**src/rtl/dmem_port_arbiter.sv**
```systemverilog
// ============================================================================
// Module   : dmem_port_arbiter
// Brief    : Shares one data-memory port between the pipeline MEM stage and a
//            loader/debug port.
// Revision : 1.0
// ============================================================================
`default_nettype none

module dmem_port_arbiter #(
    parameter int ADDR_W       = 32,
    parameter int DATA_W       = 32,
    parameter int MEM_BYTES    = 36,
    parameter int STARVE_LIMIT = 4
) (
    input  logic              clk,
    input  logic              reset,
    input  logic              pipe_req,
    input  logic              pipe_we,
    input  logic [ADDR_W-1:0] pipe_addr,
    input  logic [DATA_W-1:0] pipe_wdata,
    output logic [DATA_W-1:0] pipe_rdata,
    output logic              pipe_stall,
    output logic              pipe_fault,
    input  logic              ld_req,
    input  logic              ld_we,
    input  logic [ADDR_W-1:0] ld_addr,
    input  logic [DATA_W-1:0] ld_wdata,
    output logic              ld_ack,
    output logic [DATA_W-1:0] ld_rdata,
    output logic              ld_err,
    output logic              mem_we,
    output logic [ADDR_W-1:0] mem_addr,
    output logic [DATA_W-1:0] mem_wdata,
    input  logic [DATA_W-1:0] mem_rdata,
    output logic              owner
);

    // Comparing against the last word address avoids the wrap that addr+3
    // would suffer near the top of the address space.
    localparam logic [ADDR_W-1:0] C_LAST_WORD    = ADDR_W'(MEM_BYTES - 4);
    localparam logic [3:0]        C_STARVE_LIMIT = 4'(STARVE_LIMIT);

    typedef enum logic [0:0] {
        LD_IDLE = 1'b0,
        LD_ACK  = 1'b1
    } ld_state_t;

    ld_state_t         r_state;
    logic [3:0]        r_starve_cnt;
    logic              r_ld_ack;
    logic              r_ld_err;
    logic [DATA_W-1:0] r_ld_rdata;
    logic              r_pipe_fault;

    logic w_ld_elig;
    logic w_owner;
    logic w_pipe_legal;
    logic w_ld_legal;

    function automatic logic is_legal(input logic [ADDR_W-1:0] addr);
        return (addr[1:0] == 2'b00) && (addr <= C_LAST_WORD);
    endfunction

    assign w_pipe_legal = is_legal(pipe_addr);
    assign w_ld_legal   = is_legal(ld_addr);
    assign w_ld_elig    = ld_req && (r_state == LD_IDLE);
    assign w_owner      = !reset && w_ld_elig &&
                          (!pipe_req || (r_starve_cnt == C_STARVE_LIMIT));

    assign owner      = w_owner;
    assign mem_addr   = w_owner ? ld_addr  : pipe_addr;
    assign mem_wdata  = w_owner ? ld_wdata : pipe_wdata;
    assign mem_we     = !reset && (w_owner ? (ld_we && w_ld_legal)
                                           : (pipe_req && pipe_we && w_pipe_legal));
    assign pipe_rdata = (!w_owner && w_pipe_legal) ? mem_rdata : '0;
    assign pipe_stall = pipe_req && w_owner;
    assign pipe_fault = r_pipe_fault;
    assign ld_ack     = r_ld_ack;
    assign ld_err     = r_ld_err;
    assign ld_rdata   = r_ld_rdata;

    always_ff @(posedge clk or posedge reset) begin
        if (reset) begin
            r_state      <= LD_IDLE;
            r_starve_cnt <= '0;
            r_ld_ack     <= 1'b0;
            r_ld_err     <= 1'b0;
            r_ld_rdata   <= '0;
            r_pipe_fault <= 1'b0;
        end else begin
            if (pipe_req && !w_owner && !w_pipe_legal) begin
                r_pipe_fault <= 1'b1;
            end
            case (r_state)
                LD_IDLE: begin
                    r_ld_ack <= 1'b0;
                    if (w_owner) begin
                        r_ld_rdata   <= w_ld_legal ? mem_rdata : '0;
                        r_ld_err     <= !w_ld_legal;
                        r_starve_cnt <= '0;
                        r_ld_ack     <= 1'b1;
                        r_state      <= LD_ACK;
                    end else if (w_ld_elig && (r_starve_cnt != C_STARVE_LIMIT)) begin
                        r_starve_cnt <= r_starve_cnt + 4'd1;
                    end
                end
                // A still-high ld_req here is a new transaction, eligible next cycle.
                LD_ACK: begin
                    r_ld_ack <= 1'b0;
                    r_state  <= LD_IDLE;
                end
                default: begin
                    r_ld_ack <= 1'b0;
                    r_state  <= LD_IDLE;
                end
            endcase
        end
    end

endmodule

`default_nettype wire

```
**config.mk**
```make
export PLATFORM = sky130hd
export DESIGN_NAME = dmem_port_arbiter
export DESIGN_NICKNAME = d
export VERILOG_FILES = /design/src/rtl/dmem_port_arbiter.sv
export SDC_FILE = /design/constraint.sdc
export NUM_CORES = 1
export LEC_CHECK = 0
export ABC_AREA = 1
export CAP_MARGIN = 20
export CORE_AREA = 2 2 118 120
export CTS_CLUSTER_DIAMETER = 60
export DETAILED_ROUTE_END_ITERATION = 7
export DIE_AREA = 0 0 120 122
export GPL_ROUTABILITY_DRIVEN = 1
export GPL_TIMING_DRIVEN = 0
export PLACE_DENSITY = 0.63
export SLEW_MARGIN = 20
export SYNTH_ARGS = -nofsm -noshare
export SYNTH_HDL_FRONTEND = slang
export SYNTH_SLANG_ARGS = --single-unit
```
**constraint.sdc**
```tcl
create_clock -name clk -period 3.1 [get_ports clk]
set_input_delay 0.93 -clock clk [delete_from_list [all_inputs] [get_ports clk]]
set_output_delay 0.93 -clock clk [all_outputs]
set_load 0.05 [all_outputs]
```
; ---- Word-level counts from Yosys, hierarchy flattened
; Cells that the tools add are included.
[word_totals]
elab_cells = 45
memories = 0
romBits = 0
latch_bits = 0
in_bits = 166
ram_bits = 0
ff_bits = 39
[op_classes]
n_shift = 0
n_addsub = 1
n_reduce_logical = 25
magnitude_cmp = 2
bitwise = 1
n_mul = 0
mux = 9
div_mod_pow = 0
n_eq_ne = 2
[ops]
columns = cell, n
row1 = $mux 32, 4
row2 = $le 32x6->1 const B, 2
row3 = $logic_and 1x1->1, 14
row4 = $mux 4, 2
row5 = $logic_not 1->1, 5
row6 = $add 4x1->4 const B, 1
row7 = $eq 4x3->1 const B, 1
row8 = $logic_not 2->1, 2
row9 = $ne 4x3->1 const B, 1
row10 = $reduce_and 2->1, 2
row11 = $mux 1, 2
row12 = $pmux 1 s2, 1
row13 = $reduce_bool 2->1, 1
row14 = $logic_or 1x1->1, 1
row15 = $not 1->1, 1

; ---- Depth between registers and ports, before layout
; Gate-level depths: netlist of the first run.
[logic_depth]
word_depth = 7
mapped_depth = 10

; ---- Least setup slack after synthesis of the first run
; No wires, ideal clock.
[synth_timing]
path_type = input -> output
from = input port reset
to = output port mem_addr[15]
t_required_ns = 2.170
arrival_time_ns = 2.632
path_stages = 5
setup_slack_ns = -0.462
cell_sequence = nor3_1 > nand2_2 > buf_6 > clkbuf_1 > o21ai_0
[synth_between]
elab_chain_cells = 4
[synth_lines]
columns = element, line
row1 = from (decl), 16  ; input logic reset,
row2 = $logic_not 1->1 (no line), n/a
row3 = $logic_and 1x1->1 (2 in series), 67  ; assign w_owner = !reset && w_ld_elig &&
row4 = $mux 32, 71  ; assign mem_addr = w_owner ? ld_addr : pipe_addr;
row5 = to (decl), 32  ; output logic [ADDR_W-1:0] mem_addr,
; No other way between the ends.

; ---- Worst setup path in the final report of the first run
[layout_timing]
from = input port pipe_addr[21]
to = output port pipe_rdata[12]
[layout_between]
elab_chain_cells = 4
[layout_lines]
columns = element, line
row1 = from (decl), 19  ; input logic [ADDR_W-1:0] pipe_addr,
row2 = $le 32x6->1, 61  ; return (addr[1:0] == 2'b00) && (addr <= C_LAST_WORD);
row3 = $logic_and 1x1->1, 61
row4 = $logic_and 1x1->1, 75  ; assign pipe_rdata = (!w_owner && w_pipe_legal) ? mem_rdata : '0;
row5 = $mux 32, 75
row6 = to (decl), 21  ; output logic [DATA_W-1:0] pipe_rdata,
; No other way between the ends.

==> out/summary.txt, run 1 <==
Power density normalized to cell area -> 315 mW/mm^2
Proportion of power drawn by the clock network -> 25.9%
Highest attainable clock frequency -> 322 MHz
Number of DRC violations after detailed-routing iteration 0 -> 83
Die area -> 0.0146 sq mm
Worst slack at placement -> -1.50 ns
Final critical-path setup slack -> -0.00382 ns
Share of cells above drive strength 1 -> 38.6%
Cell accounting for the most synthesized area -> dfrtp_1
Maximum Capacitance Violations -> 0
Number of antenna cells inserted -> 0
Global Route Usage Sum -> 19.8%
Share of the core filled with cells -> 54.0%
Clock skew -> 0.00515 ns
Critical R2R Launch -> r_starve_cnt[0]
Critical path launch point type -> primary input
Crit path from -> pipe_addr[21]
Count of buffers from port buffering -> 299
Largest net degree at the start of global routing -> 34
Crit end category -> output pin
Count of flip-flops with a built-in enable after synthesis -> 0
Multi-input combinational cell area -> 0.00199 sq mm
Number of DRC violations after detailed routing -> 0
Top-level port count -> 300
Chip Width -> 120 microns
Switching share of power -> 38.4%
Instance count of the mapped netlist -> 482
Final weighted congestion in routability-driven placement -> 0.915
Crit path DAT -> 2.17 ns
Via count of the first global-routing pass -> 4,421
Largest driver fanout on the critical path -> 7
Overflow left after global routing -> 0
Slew at the pin closest to its max-slew limit -> 0.549 ns
Total of warnings raised by yosys -> 0
Startpoint of the most critical hold path -> ld_rdata[3]
Failing checks -> setup timing
Total CTS buffers -> 5
CTS sink cnt -> 39
Number of synthesized register bits -> 39
Post-DR wirelength/cell -> 15.0 microns
Worst reg2reg path depth -> 11
Overall power -> 2300 uW
Design area -> 0.00730 sq mm
Termination of the worst setup path -> pipe_rdata[12]
RSZ-0062 raised after global routing -> true
Comb pwr share -> 49.8%
Core area -> 0.0135 sq mm
Worst-case register-to-register setup slack -> 1.22 ns
Pre-antenna DRT Iters -> 4
Final slew viol count -> 0
Starting utilization of the core area -> 21.8%
TritonCTS clock tree -> built
Initial antenna violation count -> 0
Mean area per synthesized cell -> 6.11 sq um
Clock-pin slew reported for the worst setup and hold paths after clock tree synthesis -> 0.06 ns
Worst vdd ir -> 0.248 mV
Net Count, Synth -> 650
Share of the yosys chip area belonging to registers -> 33.2%
Syn-to-layout area delta -> 148%
Post-DP HPWL -> 11,700 microns
Most common flop cell mapped by yosys -> dfrtp_1
Post-Synthesis Cell Area -> 0.00294 sq mm
Number of H-tree branching levels -> 2
Clock Path Buffers -> 2
Hold Path Class -> flop to flop
Average vias per placed instance -> 4.27
Number of placement rows -> 43
Capture point of the worst reg-to-reg path -> ld_rdata[7]
Clock latency of the later-clocked register in the worst-skew pair -> 0.28 ns
Final number of setup-violating endpoints -> 2
Internal power -> 1420 uW
Power spent charging and discharging nets -> 881 uW
Count of nets after finishing -> 993
Outcome -> finished with violations
Area post-placement -> 0.00621 sq mm
Netlist cell types -> 23
Wire length of the first global-routing pass -> 22,900 microns
FFs w/ async S/R, synth -> 100%
Sequential cell area -> 976 sq um
Top cells by area in the synthesized netlist -> dfrtp_1, nand2_1, nor2_1
Worst path required time -> 2.17 ns
Flop pwr share -> 24.3%
Hold-fix buffer count after cts -> 0
Fraction of synthesized cell area taken by the top area cell type -> 33.2%
Via count -> 4,293
Number of hold-slack violations in the final timing report -> 0
Die height -> 122 microns
Final WL -> 15,100 microns
Clock root buffer -> clkbuf_16
Total placed cells including tap cells -> 962
Number of fill cells -> 1,290
Final period util -> 100%
Headroom to the max-slew limit -> 63.3%
Finished Layout Cells -> 1,006
Crit Path Category -> primary input to output pin
Routed Antenna Nets -> 0
Leak Pwr -> 0.00358 uW
Min Clock Period, post-route -> 3.10 ns
Dominant cell by count in the synthesized netlist -> nand2_1
Most numerous cell types in the synthesized netlist -> nand2_1, nor2_1, inv_1
-- flip-flops by register name, indices dropped and copies added (netlist names) --
name	count
r_starve_cnt	4
ld_ack	1
ld_err	1
pipe_fault	1
ld_rdata	32
-- power groups by stage --
stage          Combinational [uW]  Sequential [uW]  Clock, uW
4_1_cts                      1070              558        606
5_1_grt                      1220              561        623
3_3_place_gp                 1030              564          0
2_1_floorplan                 575              565          0
6_report                     1150              558        594
3_5_place_dp                 1040              567          0
-- cell type report --
class | instances | area share (%)
buffer | 23 | 4.44
clock buffer | 6 | 1.90
clock inverter | 2 | 0.480
inverter | 64 | 3.46
multi-input combinational | 355 | 27.2
sequential | 39 | 13.4
tap | 180 | 3.09
timing repair buffer | 337 | 46.0
-- per-layer routing --
metal | routed length (microns) | up-vias | part of all wire (%) | global-route usage (%)
met5 | 0 | - | 0 | 0
met4 | 414 | 0 | 2.7 | 7.65
met3 | 1300 | 28 | 8.6 | 5.48
met2 | 7650 | 202 | 51 | 34.9
met1 | 5720 | 1923 | 38 | 22.6
li1 | - | 2140 | - | -
-- worst max-delay path, stage by stage --
cell and delay (ns):
buf_6 0.10, nor2_4 0.12, nand2_1 0.07, nor2_2 0.09, nand3_2 0.10, nor2_4 0.17
nand2_8 0.13, clkbuf_16 0.20, nor2_4 0.09, buf_6 0.16
-- metrics by stage --
step	hold WS (ns)	TNS, ns
3_3_place_gp	0.466	-111.88
6_report	0.480	-0.00763
4_1_cts	0.483	-2.58
5_1_grt	0.502	-2.03
2_1_floorplan	0.520	-5.52
3_5_place_dp	0.468	-114.38
-- repair_timing --
item / in CTS / in global routing
buffers inserted: 28 / 7
endpoints found under the setup margin: 99 / 85
gates cloned: 3 / 3
pin swaps: 56 / 54
gates resized for setup: 899 / 137
-- cell usage in the layout, fill, tap and decap left out, types with 14 or more instances in the layout --
cell type	synthesis	layout
clkdlybuf4s50_1	0	137
inv_2	0	14
nor2_2	1	14
buf_6	10	76
buf_2	3	16
buf_8	0	23
o21ai_1	16	26
dfrtp_1	39	39
inv_1	63	49
buf_4	5	50
dlygate4sd2_1	0	18
nand2_1	208	194
nor2_4	0	37
nand2_2	4	17
o21ai_2	18	27
nor2_1	66	16
-- how the worst min path moves through the flow --
stage,to,slack (ns),depth (start not counted)
5_1_grt,ld_rdata[30],0.50,2
6_report,ld_rdata[3],0.48,2
4_1_cts,ld_rdata[3],0.48,2
3_3_place_gp,ld_rdata[24],0.47,2
3_5_place_dp,ld_rdata[3],0.47,2
2_1_floorplan,r_starve_cnt[2],0.52,2
-- cell families (layout without fill, tap and decap cells) --
| kind of cell | after synthesis | after routing | synth area share, % |
|---|---|---|---|
| AOI/OAI and AO/OA | 61 | 61 | 12.9 |
| xor gates and xnor gates | 2 | 2 | 0.595 |
| adders and majority gates | 2 | 2 | 0.850 |
| buffers and inverters | 88 | 432 | 14.6 |
| DFF | 39 | 39 | 33.2 |
| and+or+nand+nor | 290 | 290 | 37.9 |
Power figures use the tool's default switching activity.
==> run 2, diff against run 1 <==
--- a/config.mk
+++ b/config.mk
@@ -8,11 +8,12 @@
 export ABC_AREA = 1
 export CAP_MARGIN = 20
-export CORE_AREA = 2 2 118 120
+export CORE_AREA = 2 2 115 117
 export CTS_CLUSTER_DIAMETER = 60
 export DETAILED_ROUTE_END_ITERATION = 7
-export DIE_AREA = 0 0 120 122
+export DIE_AREA = 0 0 117 119
+export DONT_BUFFER_PORTS = 1
 export GPL_ROUTABILITY_DRIVEN = 1
 export GPL_TIMING_DRIVEN = 0
-export PLACE_DENSITY = 0.63
+export PLACE_DENSITY = 0.35
 export SLEW_MARGIN = 20
 export SYNTH_ARGS = -nofsm -noshare
==> constraint.sdc (replaced) <==
create_clock -name clk -period 3.1 [get_ports clk]
set_input_delay 0.62 -clock clk [delete_from_list [all_inputs] [get_ports clk]]
set_output_delay 0.62 -clock clk [all_outputs]
set_load 0.05 [all_outputs]
==> out/summary.txt, run 2 (synthesized netlist as in run 1, its figures left out) <==
Outcome -> finished with violations
Failing checks -> setup timing
Largest driver fanout on the critical path -> 10 (+3)
Wire length of the first global-routing pass -> 15,400 microns (-33%)
Count of buffering cells on the critical path with inverters included -> 2 (-1)
Final weighted congestion in routability-driven placement -> 0.740 (-19%)
Worst path required time -> 2.48 ns (+0.31 ns)
Worst reg2reg path depth -> 6 (-5)
Number of antenna cells inserted -> 0 (unchanged)
Critical path depth in cells -> 5 (-5)
Total Negative Setup Slacks -> -0.441 ns (-0.433 ns)
Headroom to the max-slew limit -> 35.9% (-27 points)
Worst slack at placement -> 0.0124 ns (+1.52 ns)
Final period util -> 103% (+2.8 points)
Most used cells in the layout excluding fill and tap cells -> nand2_1, inv_1, dfrtp_1, nor2_1, o21ai_2
Final WL -> 11,000 microns (-27%)
Switching share of power -> 42.6% (+4.3 points)
Clock latency of the later-clocked register in the worst-skew pair -> 0.28 ns (about the same)
Via count of the first global-routing pass -> 2,783 (-37%)
Worst vdd ir -> 0.262 mV (+5.8%)
Topmost layer with routed signal wires -> met4
Power spent charging and discharging nets -> 763 uW (-13%)
Critical path launch point type -> flop
Starting utilization of the core area -> 22.9% (+1.1 points)
Number of H-tree branching levels -> 2 (unchanged)
Pre-antenna DRT Iters -> 4 (unchanged)
Crit path DAT -> 2.57 ns (+0.40 ns)
Share of cells above drive strength 1 -> 20.2% (-18 points)
Final number of setup-violating endpoints -> 5 (+3)
Top-level port count -> 300 (unchanged)
Maximum Capacitance Violations -> 0 (unchanged)
Via count -> 2,977 (-31%)
Final critical-path setup slack -> -0.0910 ns (-0.0872 ns)
Crit Path Category -> flop to output pin
Chip Width -> 117 microns (-2.5%)
Final slew viol count -> 0 (unchanged)
Routed Antenna Nets -> 0 (unchanged)
Overflow left after global routing -> 0 (unchanged)
Post-DP HPWL -> 9190 microns (-22%)
Number of DRC violations after detailed routing -> 0 (unchanged)
Overall power -> 1790 uW (-22%)
Post-CTS Setup Bufs -> 0 (-100%)
Global Route Usage Sum -> 14.4% (-5.3 points)
Met3 Wirelength -> 970 microns (-25%)
Highest attainable clock frequency -> 313 MHz (-2.7%)
Slew at the pin closest to its max-slew limit -> 0.955 ns (+0.405 ns)
Largest net degree at the start of global routing -> 25 (-26%)
Proportion of power drawn by the clock network -> 31.9% (+6.0 points)
Initial antenna violation count -> 0 (unchanged)
Maximum cell stage delay along the critical path -> 0.84 ns (+0.64 ns)
Flip-flop count of the largest register after layout -> 32 (unchanged)
Commonest non-fill, non-tap cell in the layout -> nand2_1
Core area -> 0.0129 sq mm (-4.7%)
Min Clock Period, post-route -> 3.19 ns (+0.0872 ns)
RSZ-0062 raised after global routing -> true
Clock Path Buffers -> 2 (unchanged)
Die area -> 0.0139 sq mm (-4.9%)
Total placed cells including tap cells -> 659 (-31%)
Clock skew -> 0.00844 ns (+0.00328 ns)
Number of DRC violations after detailed-routing iteration 0 -> 86 (+3.6%)
TritonCTS clock tree -> built
Clock-pin slew reported for the worst setup and hold paths after clock tree synthesis -> 0.06 ns (about the same)
Cells traversed along the worst timing path -> nor3_1 > nand2_2 > buf_6 > clkbuf_1 > o21ai_1
Count of buffers from port buffering -> 0 (-100%)
Leak Pwr -> 0.00187 uW (-48%)
Power density normalized to cell area -> 512 mW/mm^2 (+63%)
Worst-case register-to-register setup slack -> 1.29 ns (+0.07 ns)
Number of hold-slack violations in the final timing report -> 0 (unchanged)
Crit-path leading delay family -> compound AO/OA/AOI/OAI gates
Clock root buffer -> clkbuf_16
Die height -> 119 microns (-2.5%)
Number of placement rows -> 42 (-2.3%)
Hold Path Class -> primary input to async pin
Routed metal-1 wirelength -> 4200 microns (-27%)
Average vias per placed instance -> 4.47 (+4.7%)
Comb pwr share -> 36.8% (-13 points)
Total CTS buffers -> 5 (unchanged)
Crit end category -> output pin
Count of nets after finishing -> 658 (-34%)
Flop pwr share -> 31.4% (+7.1 points)
Post-DR wirelength/cell -> 16.5 microns (+9.7%)
Worst hold slack -> 0.284 ns (-0.196 ns)
CTS sink cnt -> 39 (unchanged)
Syn-to-layout area delta -> 18.7%
Finished Layout Cells -> 666 (-34%)
Internal power -> 1030 uW (-28%)
Amount of wire on met2 after detailed routing -> 5710 microns (-25%)
Standard cell with the maximum stage delay on the critical path -> o21ai_1
[run 2: cell count changes in the layout (fill, tap and decap cells not counted), sizes merged]
| cell | change |
|---|---|
| buf | -156 |
| clkbuf | -14 |
| clkdlybuf4s15 | -11 |
| clkdlybuf4s50 | -137 |
| clkinv | -2 |
| clkinvlp | +1 |
| dlygate4sd2 | -18 |
| inv | +1 |
[run 2: area by class of cell]
| cell class | count | area [sq um] |
|---|---|---|
| fillers | 1482 | 9380 |
| multi-input cells | 355 | 1680 |
| flip-flops and latches | 39 | 976 |
| inverters | 64 | 243 |
| well taps | 176 | 220 |
| plain buffers | 24 | 189 |
| clock buffers | 5 | 125 |
| clock inverters | 2 | 37.5 |
| repair buffers | 1 | 27.5 |
[run 2: final timing paths]
check,to,from
worst min register to register,r_starve_cnt[2],r_starve_cnt[2]
min in group clk,ld_rdata[31],mem_rdata[31]
worst min-delay path,ld_rdata[18],reset
max in group asynchronous,ld_ack,reset
worst max register to register,ld_rdata[6],ld_ack
worst max-delay path,mem_addr[11],ld_ack
[run 2: through the flow]
step	area (sq um)	util (%)
after floorplan	2940	-
after global placement	3160	24.6
after detailed placement	3190	24.8
after CTS	3380	26.3
after global routing	3490	27.1
final	3490	27.1
[run 2: repair_timing]
action / in CTS / in global routing
resized for setup: 7 / 41
setup endpoints to repair: 18 / 47
hold buffers: 0 / 0
[run 2: per-layer routing]
| layer | GRT usage [%] | vias up |
|---|---|---|
| li1 | - | 1454 |
| met1 | 16.2 | 1349 |
| met2 | 27.4 | 167 |
| met3 | 3.46 | 7 |
| met4 | 2.65 | 0 |
| met5 | 0 | - |
[run 2: power by group through the flow]
stage / Combinational [uW] / Sequential [uW] / Clock, uW
2_1_floorplan: 566 / 565 / 0
3_5_place_dp: 649 / 570 / 0
3_3_place_gp: 637 / 570 / 0
4_1_cts: 655 / 561 / 592
5_1_grt: 711 / 565 / 619
6_report: 657 / 561 / 570
==> run 3, diff against run 2 <==
PLACE_DENSITY = 0.47   (was 0.35)
==> out/summary.txt, run 3 (synthesized netlist as in run 1, its figures left out) <==
Routed Antenna Nets -> 0 (unchanged)
Termination of the worst setup path -> pipe_rdata[6]
Hold Path Class -> primary input to async pin
Count of nets after finishing -> 658 (unchanged)
Crit path DAT -> 2.50 ns (-0.07 ns)
Clock latency of the later-clocked register in the worst-skew pair -> 0.28 ns (about the same)
Crit path from -> pipe_addr[23]
Final period util -> 101% (-2.4 points)
Global Route Usage Sum -> 13.9% (-0.55 points)
Number of DRC violations after detailed-routing iteration 0 -> 106 (+23%)
Final WL -> 10,500 microns (-4.6%)
RSZ-0062 raised after global routing -> true
Worst reg2reg path depth -> 6 (unchanged)
Final slew viol count -> 0 (unchanged)
Headroom to the max-slew limit -> 37.5% (+1.6 points)
Worst slack at placement -> -0.216 ns (-0.229 ns)
Area post-placement -> 0.00318 sq mm (-0.35%)
Total Negative Setup Slacks -> -0.0758 ns (+0.365 ns)
Core area -> 0.0129 sq mm (unchanged)
Die height -> 119 microns (unchanged)
Overflow left after global routing -> 0 (unchanged)
CTS sink cnt -> 39 (unchanged)
Standard cell with the maximum stage delay on the critical path -> nor2_1
Power density normalized to cell area -> 494 mW/mm^2 (-3.4%)
Finished Layout Cells -> 667 (+0.15%)
Clock skew -> 0.00395 ns (-0.00448 ns)
Maximum cell stage delay along the critical path -> 0.70 ns (-0.14 ns)
Count of buffers from port buffering -> 0 (unchanged)
Number of fill cells -> 1,426 (-3.8%)
Post-DR wirelength/cell -> 15.7 microns (-4.7%)
Overall power -> 1710 uW (-4.5%)
Capture point of the worst reg-to-reg path -> ld_rdata[2]
Design area -> 0.00346 sq mm (-1.1%)
Post-DP HPWL -> 8720 microns (-5.1%)
Outcome -> finished with violations
Crit end category -> output pin
Die area -> 0.0139 sq mm (unchanged)
TritonCTS clock tree -> built
Worst vdd ir -> 0.359 mV (+37%)
Initial antenna violation count -> 0 (unchanged)
Total CTS buffers -> 5 (unchanged)
Final number of setup-violating endpoints -> 8 (+3)
Number of hold-slack violations in the final timing report -> 0 (unchanged)
Pre-antenna DRT Iters -> 4 (unchanged)
Most frequent cell on the critical path -> nor2_1
Failing checks -> setup timing
Worst-case register-to-register setup slack -> 1.31 ns (+0.02 ns)
Via count -> 3,029 (+1.7%)
Min Clock Period, post-route -> 3.12 ns (-0.0736 ns)
Number of placement rows -> 42 (unchanged)
Commonest non-fill, non-tap cell in the layout -> nand2_1
Wire length of the first global-routing pass -> 14,800 microns (-3.8%)
Final weighted congestion in routability-driven placement -> 0.803 (+8.5%)
Slew at the pin closest to its max-slew limit -> 0.931 ns (-0.0239 ns)
Highest attainable clock frequency -> 321 MHz (+2.4%)
Worst path required time -> 2.48 ns (about the same)
Critical R2R Launch -> ld_ack
Number of H-tree branching levels -> 2 (unchanged)
Top-level port count -> 300 (unchanged)
Maximum Capacitance Violations -> 0 (unchanged)
Syn-to-layout area delta -> 17.4%
Largest net degree at the start of global routing -> 35 (+40%)
Number of DRC violations after detailed routing -> 0 (unchanged)
Starting utilization of the core area -> 22.9% (unchanged)
Clock Path Buffers -> 2 (unchanged)
Clock root buffer -> clkbuf_16
Average vias per placed instance -> 4.54 (+1.6%)
Flip-flop count of the largest register after layout -> 32 (unchanged)
Via count of the first global-routing pass -> 2,910 (+4.6%)
Most used cells in the layout excluding fill and tap cells -> nand2_1, inv_1, nor2_1, dfrtp_1, o21ai_2
Hold-fix buffer count after cts -> 0 (unchanged)
Leak Pwr -> 0.00187 uW (-0.21%)
Total placed cells including tap cells -> 659 (unchanged)
Crit Path Category -> primary input to output pin
Post-CTS Setup Bufs -> 0 (unchanged)
Number of antenna cells inserted -> 0 (unchanged)
Clock-pin slew reported for the worst setup and hold paths after clock tree synthesis -> 0.05 ns (about the same)
Critical path launch point type -> primary input
Final critical-path setup slack -> -0.0174 ns (+0.0736 ns)
Largest driver fanout on the critical path -> 10 (unchanged)
Cells traversed along the worst timing path -> nor2_1 > nand2_1 > nor2_1 > nand3_1 > nor2_1 > nand2_2 > buf_2 > nor2_1
Share of cells above drive strength 1 -> 19.1% (-1.1 points)
Chip Width -> 117 microns (unchanged)
run 3: cell type report:
class	count	area (sq um)	area share (%)
buffer	24	189	5.47
sequential	39	976	28.2
timing repair buffer	1	20.0	0.579
multi-input combinational	355	1670	48.3
tap	176	220	6.37
clock inverter	1	5.00	0.145
clock buffer	7	133	3.84
inverter	64	243	7.02
run 3: worst min-delay path by stage:
stage,start,end,slack (ns),cells after the start
after floorplan,r_starve_cnt[2],r_starve_cnt[2],0.52,2
after global placement,r_starve_cnt[2],r_starve_cnt[2],0.55,2
after detailed placement,reset,pipe_fault,0.41,1
after CTS,reset,pipe_fault,0.11,1
after global routing,reset,pipe_fault,0.11,1
final,reset,r_starve_cnt[2],0.11,1
run 3: repair_timing:
item / in CTS / in global routing
endpoints found under the setup margin: 47 / 21
hold endpoints to repair: 0 / 0
gates resized for setup: 34 / 11
run 3: routing by layer:
| metal | vias to the layer above | track usage (%) | routed length (microns) |
|---|---|---|---|
| li1 | 1459 | - | - |
| met1 | 1359 | 15.5 | 4040 |
| met2 | 198 | 25.7 | 5360 |
| met3 | 13 | 2.24 | 797 |
| met4 | 0 | 5.59 | 258 |
| met5 | - | 0 | 0 |
run 3: power by group:
part	leakage (uW)	internal, uW	switching [uW]
Clock	0.0000679	297	192
Sequential	0.000530	533	28.7
Combinational	0.00127	119	539
Total	0.00187	949	760
run 3: critical path, delay by kind of cell:
family	cells	cell delay, ns
simple gates	7	1.62
buf+inv	1	0.24
run 3: through the flow:
step           utilization, %  hold WS [ns]
2_1_floorplan               -         0.520
3_3_place_gp             24.6         0.546
3_5_place_dp             24.7         0.411
4_1_cts                  26.6         0.110
5_1_grt                  26.8         0.111
6_report                 26.8         0.113
